### src/rtl/cpu_types_pkg.sv
// cpu_types_pkg: shared bus types for the caches, arbiter and RAM controller
package cpu_types_pkg;
  typedef logic [31:0] word_t;
  typedef enum logic [1:0] {FREE, BUSY, ACCESS, ERROR} ramstate_t;
  typedef enum logic [1:0] {IDLE, DGRANT, IGRANT} arb_state_t;
endpackage

### src/rtl/arb_stats.sv
// arb_stats: wrapping grant/block/contention counters, built only under ARB_STATS_EN
module arb_stats
  import cpu_types_pkg::*;
(
  input  logic  CLK,
  input  logic  nRST,
  input  logic  i_iacc,
  input  logic  i_dblk,
  input  logic  i_cont,
  output word_t o_i_grants,
  output word_t o_d_blocks,
  output word_t o_contention
);
  always_ff @(posedge CLK or negedge nRST) begin
    if (!nRST) begin
      o_i_grants   <= '0;
      o_d_blocks   <= '0;
      o_contention <= '0;
    end else begin
      o_i_grants   <= o_i_grants + word_t'(i_iacc);
      o_d_blocks   <= o_d_blocks + word_t'(i_dblk);
      o_contention <= o_contention + word_t'(i_cont);
    end
  end
endmodule

### src/rtl/mem_arbiter.sv
// mem_arbiter: icache/dcache arbiter for one RAM port; dcache blocks are atomic,
// a starvation guard bounds icache wait. ARB_STATS_EN adds usage counters.
module mem_arbiter
  import cpu_types_pkg::*;
#(
  parameter int BLOCK_WORDS = 2,
  parameter int MAX_STARVE  = 3,
  parameter int CNT_W       = 2
) (
  input  logic      CLK,
  input  logic      nRST,
  input  logic      iREN,
  input  word_t     iaddr,
  output logic      iwait,
  output word_t     iload,
  input  logic      dREN,
  input  logic      dWEN,
  input  word_t     daddr,
  input  word_t     dstore,
  output logic      dwait,
  output word_t     dload,
  output logic      ramREN,
  output logic      ramWEN,
  output word_t     ramaddr,
  output word_t     ramstore,
  input  word_t     ramload,
  input  ramstate_t ramstate,
  output logic      bus_err
`ifdef ARB_STATS_EN
  ,
  output word_t     i_grants,
  output word_t     d_blocks,
  output word_t     contention_cycles
`endif
);
  arb_state_t       r_state, w_next;
  logic [CNT_W-1:0] r_word, w_word, r_starve, w_starve;
  logic             w_acc, w_dreq, w_rel, w_last;
  assign w_acc   = ramstate == ACCESS;
  assign w_dreq  = dREN | dWEN;
  assign w_last  = r_word == CNT_W'(BLOCK_WORDS - 1);
  assign iload   = ramload;
  assign dload   = ramload;
  assign bus_err = r_state != IDLE && ramstate == ERROR;
  always_ff @(posedge CLK or negedge nRST) begin
    if (!nRST) begin
      r_state  <= IDLE;
      r_word   <= '0;
      r_starve <= '0;
    end else begin
      r_state  <= w_next;
      r_word   <= w_word;
      r_starve <= w_starve;
    end
  end
  // ARB sees the starve count as updated by this cycle's completion
  always_comb begin
    w_word   = r_word;
    w_starve = r_starve;
    w_rel    = 1'b0;
    ramREN   = 1'b0;
    ramWEN   = 1'b0;
    ramaddr  = '0;
    ramstore = '0;
    iwait    = 1'b1;
    dwait    = 1'b1;
    case (r_state)
      DGRANT: begin
        ramaddr  = daddr;
        ramstore = dstore;
        if (!w_dreq) begin
          w_word = '0;
          w_rel  = 1'b1;
        end else begin
          ramWEN = dWEN;
          ramREN = dREN & ~dWEN;
          dwait  = ~w_acc;
          if (w_acc && w_last) begin
            w_word   = '0;
            w_rel    = 1'b1;
            w_starve = (iREN && r_starve != CNT_W'(MAX_STARVE)) ? r_starve + 1'b1 : r_starve;
          end else if (w_acc) w_word = r_word + 1'b1;
        end
      end
      IGRANT: begin
        ramaddr  = iaddr;
        ramREN   = iREN;
        iwait    = ~w_acc;
        w_starve = w_acc ? '0 : r_starve;
        w_rel    = w_acc | ~iREN;
      end
      default: w_rel = 1'b1;
    endcase
    w_next = !w_rel ? r_state :
             (iREN && w_starve == CNT_W'(MAX_STARVE)) ? IGRANT :
             w_dreq ? DGRANT : iREN ? IGRANT : IDLE;
  end
`ifdef ARB_STATS_EN
  arb_stats u_stats (
    .CLK         (CLK),
    .nRST        (nRST),
    .i_iacc      (r_state == IGRANT && w_acc),
    .i_dblk      (r_state == DGRANT && w_dreq && w_acc && w_last),
    .i_cont      (iREN & w_dreq),
    .o_i_grants  (i_grants),
    .o_d_blocks  (d_blocks),
    .o_contention(contention_cycles)
  );
`endif
endmodule

### config.mk
export PLATFORM = sky130hd
export DESIGN_NAME = mem_arbiter
export DESIGN_NICKNAME = d
export VERILOG_FILES = /design/src/rtl/cpu_types_pkg.sv /design/src/rtl/arb_stats.sv /design/src/rtl/mem_arbiter.sv
export SDC_FILE = /design/constraint.sdc
export NUM_CORES = 1
export LEC_CHECK = 0
export CORE_AREA = 2 2 103 105
export DETAILED_ROUTE_END_ITERATION = 12
export DIE_AREA = 0 0 105 107
export PLACE_DENSITY = 0.59
export SKIP_CTS_REPAIR_TIMING = 1
export SYNTH_ARGS = -nofsm -noshare
export SYNTH_HDL_FRONTEND = slang
export SYNTH_SLANG_ARGS = --single-unit
### constraint.sdc
create_clock -name CLK -period 5.6 [get_ports CLK]
set_clock_uncertainty 0.05 [all_clocks]
set_input_delay 1.4 -clock CLK [delete_from_list [all_inputs] [get_ports CLK]]
set_output_delay 1.4 -clock CLK [all_outputs]
set_load 0.03 [all_outputs]
-- Yosys cells after proc, flatten, opt, wreduce, memory -nomap -nowiden
Index checks and enable logic that the tools add are counted.
- equality and inequality tests: 8
- add/subtract/negate cells: 2
- reduce and logical (&&, ||, !) cells: 6
- bitwise gates (word level): 6
- mux-type cells: 23
- operator list (cell ; count):
    case mux 32 bit (2 select lines) ; 1
    2-to-1 mux 32 bit ; 1
    2-to-1 mux 2 bit ; 10
    equality test 2 bit (second input constant) ; 4
    2-to-1 mux 1 bit ; 8
    adder 2 x 1 -> 2 bit (second input constant) ; 2
    equality test 2 x 1 -> 1 bit (second input constant) ; 2
    logical AND 1 bit ; 4
    case mux 1 bit (2 select lines) ; 2
    case mux 2 bit (2 select lines) ; 1
    inequality test 3 x 2 -> 1 bit (second input constant) ; 1
    inverter 1 bit ; 3
    inequality test 2 bit (second input constant) ; 1
    bitwise OR 1 bit ; 2
    AND reduction 2 bit ; 1
    nonzero test 2 bit ; 1
    bitwise AND 1 bit ; 1
- logic and storage cells: 48
- bits of input ports: 135
- register bits after elaboration: 6

-- Logic depth before layout (Yosys ltp)
- word-level depth: 9
- mapped depth: 7
- gate-level depth less buffers: 7

-- Worst setup path after synthesis
No wires, ideal clock.
- path type: input -> output
- start: input dWEN
- end: output dwait
- arrival: 1976 ps
- slack: 2174 ps
- stages on the path: 2
- data required time: 4150 ps
- cells stage by stage: or2_2 -> nand3_1
- cells in the longest elaborated chain, start to end: 3
- ends and longest elaborated chain (item ; RTL line ; text):
    start, declared ; mem_arbiter.sv:17 ; input logic dWEN,
    bitwise OR 1 bit ; mem_arbiter.sv:40 ; assign w_dreq = dREN | dWEN;
    2-to-1 mux 1 bit ; mem_arbiter.sv:71 ; if (!w_dreq) begin
    2-to-1 mux 1 bit ; mem_arbiter.sv:67 ; case (r_state)
    end, declared ; mem_arbiter.sv:20 ; output logic dwait,
No other way between the ends.

-- Final worst setup path
Ends and elaborated chain as after synthesis.

==> results.py <==
metrics = {
    "setup_path": {
        "max_stage_delay_ns": 0.67,
        "worst-path-stages": 4,
        "cp_slowest_cell": "clkdlybuf4s50_1",
        "cpLargestDelayFamily": "buffers and inverters",
        "r2r_slack_ns": 3.75,
        "startpoint_type": "primary input",
        "path_max_fanout": 4,
        "crit_type": "primary input to output port",
        "required_ns": 4.15,
        "rr_worst_depth": 8,
        "cp_common_cell": "clkdlybuf4s50_1",
        "crit_path_end_kind": "output port",
        "reg2reg_from": "r_state[1]$_DFFE_PN0P_",
        "path_cells": "clkdlybuf4s50_1, or2_2, nand3_1, clkdlybuf4s50_1",
        "cp_data_arrival_time_ns": 2.99,
        "worst_r2r_endpoint": "r_state[0]$_DFFE_PN0P_",
        "cp.buffers_inverters": 2,
    },
    "hold_path": {
        "whs_path_depth": 1,
        "min-delay-start": "r_word[1]$_DFFE_PN0P_",
        "hp-class": "flop to flop",
        "worstHoldEndpoint": "r_word[1]$_DFFE_PN0P_",
    },
    "drt": {
        "routedWlPerCell_um": 14.0,
        "dr.pass1.iters": 4,
        "drc": 0,
        "drtIter0Drc": 45,
        "routed_wl_mm": 6.06,
        "vias": 1728,
        "ant_nets": 0,
        "avgViaCountPerCell": 3.99,
    },
    "grt": {
        "grt_pass1_wl_mm": 8.80,
        "busiest_layer": "met2",
        "grt_overflow": 0,
        "grt_max_degree": 43,
        "grt_pass1_vias": 1764,
        "antenna_found_initial": 0,
        "grt_use_met2": 0.162,
        "grtUsageMet1": 0.103,
        "track_usage": 0.0974,
        "met3_usage": 0.0407,
    },
    "cts": {
        "insertion_delay_ns": 0.22,
        "cts_buffer_depth": 2,
        "cts.sinks": 6,
        "path_clk_slew_ns": 0.03,
        "cts_tree": "yes",
        "numCtsBuffers": 3,
        "cts-root-buf": "clkbuf_8",
        "htreeDepth": 1,
    },
    "synthesis": {
        "synth_area_leaders": "buf_4, a22o_1, and2_1",
        "synth_fp_nets": 335,
        "yosysTopAreaCellShare": 0.320,
        "ys_warn_count": 0,
        "synth_most_common_cell": "buf_4",
        "synth_commonest_cells": "buf_4, and2_1, a22o_1",
        "syn_avg_cell_area_sq_um": 7.66,
        "synth_top_area_cell": "buf_4",
        "syn-cell-area_sq_um": 1500,
        "synth_edf_count": 0,
        "yosys_most_used_dff": "dfrtp_1",
        "async_reset_ff_frac": 1.00,
        "synthDistinctLibCells": 28,
        "syn_inst": 196,
        "seq_area_frac_synth": 0.100,
        "ys_ff_latch": 6,
    },
    "placed_design": {
        "port_buffers": 171,
        "dp_slack_ns": 1.14,
        "placed_cells": 430,
        "place.gp.congestion": 0.760,
        "dp.final_hpwl_mm": 5.13,
    },
    "timing": {
        "min_period_ns": 4.44,
        "fin_ws_ns": 1.16,
        "slew_headroom": 0.734,
        "setup_tns_ns": 0,
        "final-hold-violation-count": 0,
        "clock.fmax_mhz": 225,
        "post-route-period-util": 0.794,
        "rsz0062_at_grt": "false",
        "worst_pin_slew_ns": 0.397,
        "slew_viol_final": 0,
        "setup_violations": 0,
    },
    "final_layout": {
        "final_net_count": 438,
        "finalNonFillerCells": 433,
        "layout-drive-gt1-share": 0.0471,
        "n_antenna_cell": 0,
        "area_growth_pct": 94.4,
        "utilization": 0.289,
    },
    "pwr": {
        "p_per_area_nw_per_um2": 485,
        "ir_drop_mv": 0.173,
        "static-leakage-power_nw": 1.12,
        "power.total_mw": 1.42,
    },
    "run": {
        "max-cap-violations": 0,
    },
    "floorplan": {
        "rows": 37,
        "die_area_sq_um": 11200,
        "coreArea_sq_um": 10100,
        "die_h_um": 107,
        "io_pins": 268,
        "start_util": 0.149,
        "fp.dieW_um": 105,
    },
    "run_status": {
        "status": "finished clean",
    },
}
[cell families (layout without fill, tap and decap cells)]
family          count (synthesis)  count (layout)  synth area share
fa+ha+maj                       4               4            0.0333
buf+inv                        81             182             0.364
simple gates                   58              58             0.242
compound gates                 47              47             0.261
flops                           6               6             0.100
[cell type report]
class	count	area [sq um]
inverter	5	18.8
fill	1118	7170
multi-input combinational	109	805
sequential	6	150
timing repair buffer	174	1730
tap	136	170
clock buffer	3	41.3
[metal layers]
| layer | up-vias | share of wire |
|---|---|---|
| met5 | - | 0 |
| met1 | 761 | 0.37 |
| li1 | 813 | - |
| met4 | 0 | 0.045 |
| met2 | 125 | 0.46 |
| met3 | 29 | 0.13 |
[cell usage in the layout, fill, tap and decap left out, types with 2 or more instances in the layout]
cell type / netlist / routed
nor4b_2: 2 / 2
nor2_1: 3 / 3
nand2_1: 8 / 8
dfrtp_1: 6 / 6
clkbuf_8: 0 / 3
clkdlybuf4s50_1: 0 / 171
a22o_1: 32 / 32
ha_1: 4 / 4
nand3_1: 3 / 3
o21ai_0: 5 / 5
a31oi_1: 2 / 2
and2_1: 35 / 35
inv_1: 5 / 5
a211o_1: 2 / 2
buf_4: 64 / 3
[power by group]
group / switching (mW) / leakage (nW) / internal, mW
Combinational: 0.717 / 1.02 / 0.561
Sequential: 0.0134 / 0.0786 / 0.0612
Clock: 0.0175 / 0.0216 / 0.0461
Total: 0.748 / 1.12 / 0.668
[worst max-delay path by stage]
stage	startpoint	to	slack, ns
final	dWEN	dwait	1.16
after global routing	dWEN	dwait	1.11
after CTS	dWEN	dwait	1.14
after detailed placement	dWEN	dwait	1.14
after global placement	dWEN	dwait	1.16
after floorplan	dWEN	dwait	2.17
[worst reg2reg max path: stages (launching register included)]
cell and delay [ns]:
dfrtp_1 0.39, inv_1 0.08, ha_1 0.15, buf_4 0.30
nand3_1 0.14, nor4b_2 0.22, a211o_1 0.17, and3_1 0.17
o22ai_2 0.06
[registers in the layout (all words and copies together), names as in the netlist]
name,count
r_starve,2
r_state,2
r_word,2
[through the flow]
stage	instance area (sq um)	hold WS [ns]
global route	2920	0.516
finish	2920	0.483
global placement	2880	0.476
floorplan	1500	0.433
CTS	2920	0.483
detailed placement	2880	0.479
Note: power is estimated with default switching activity, not from simulation.
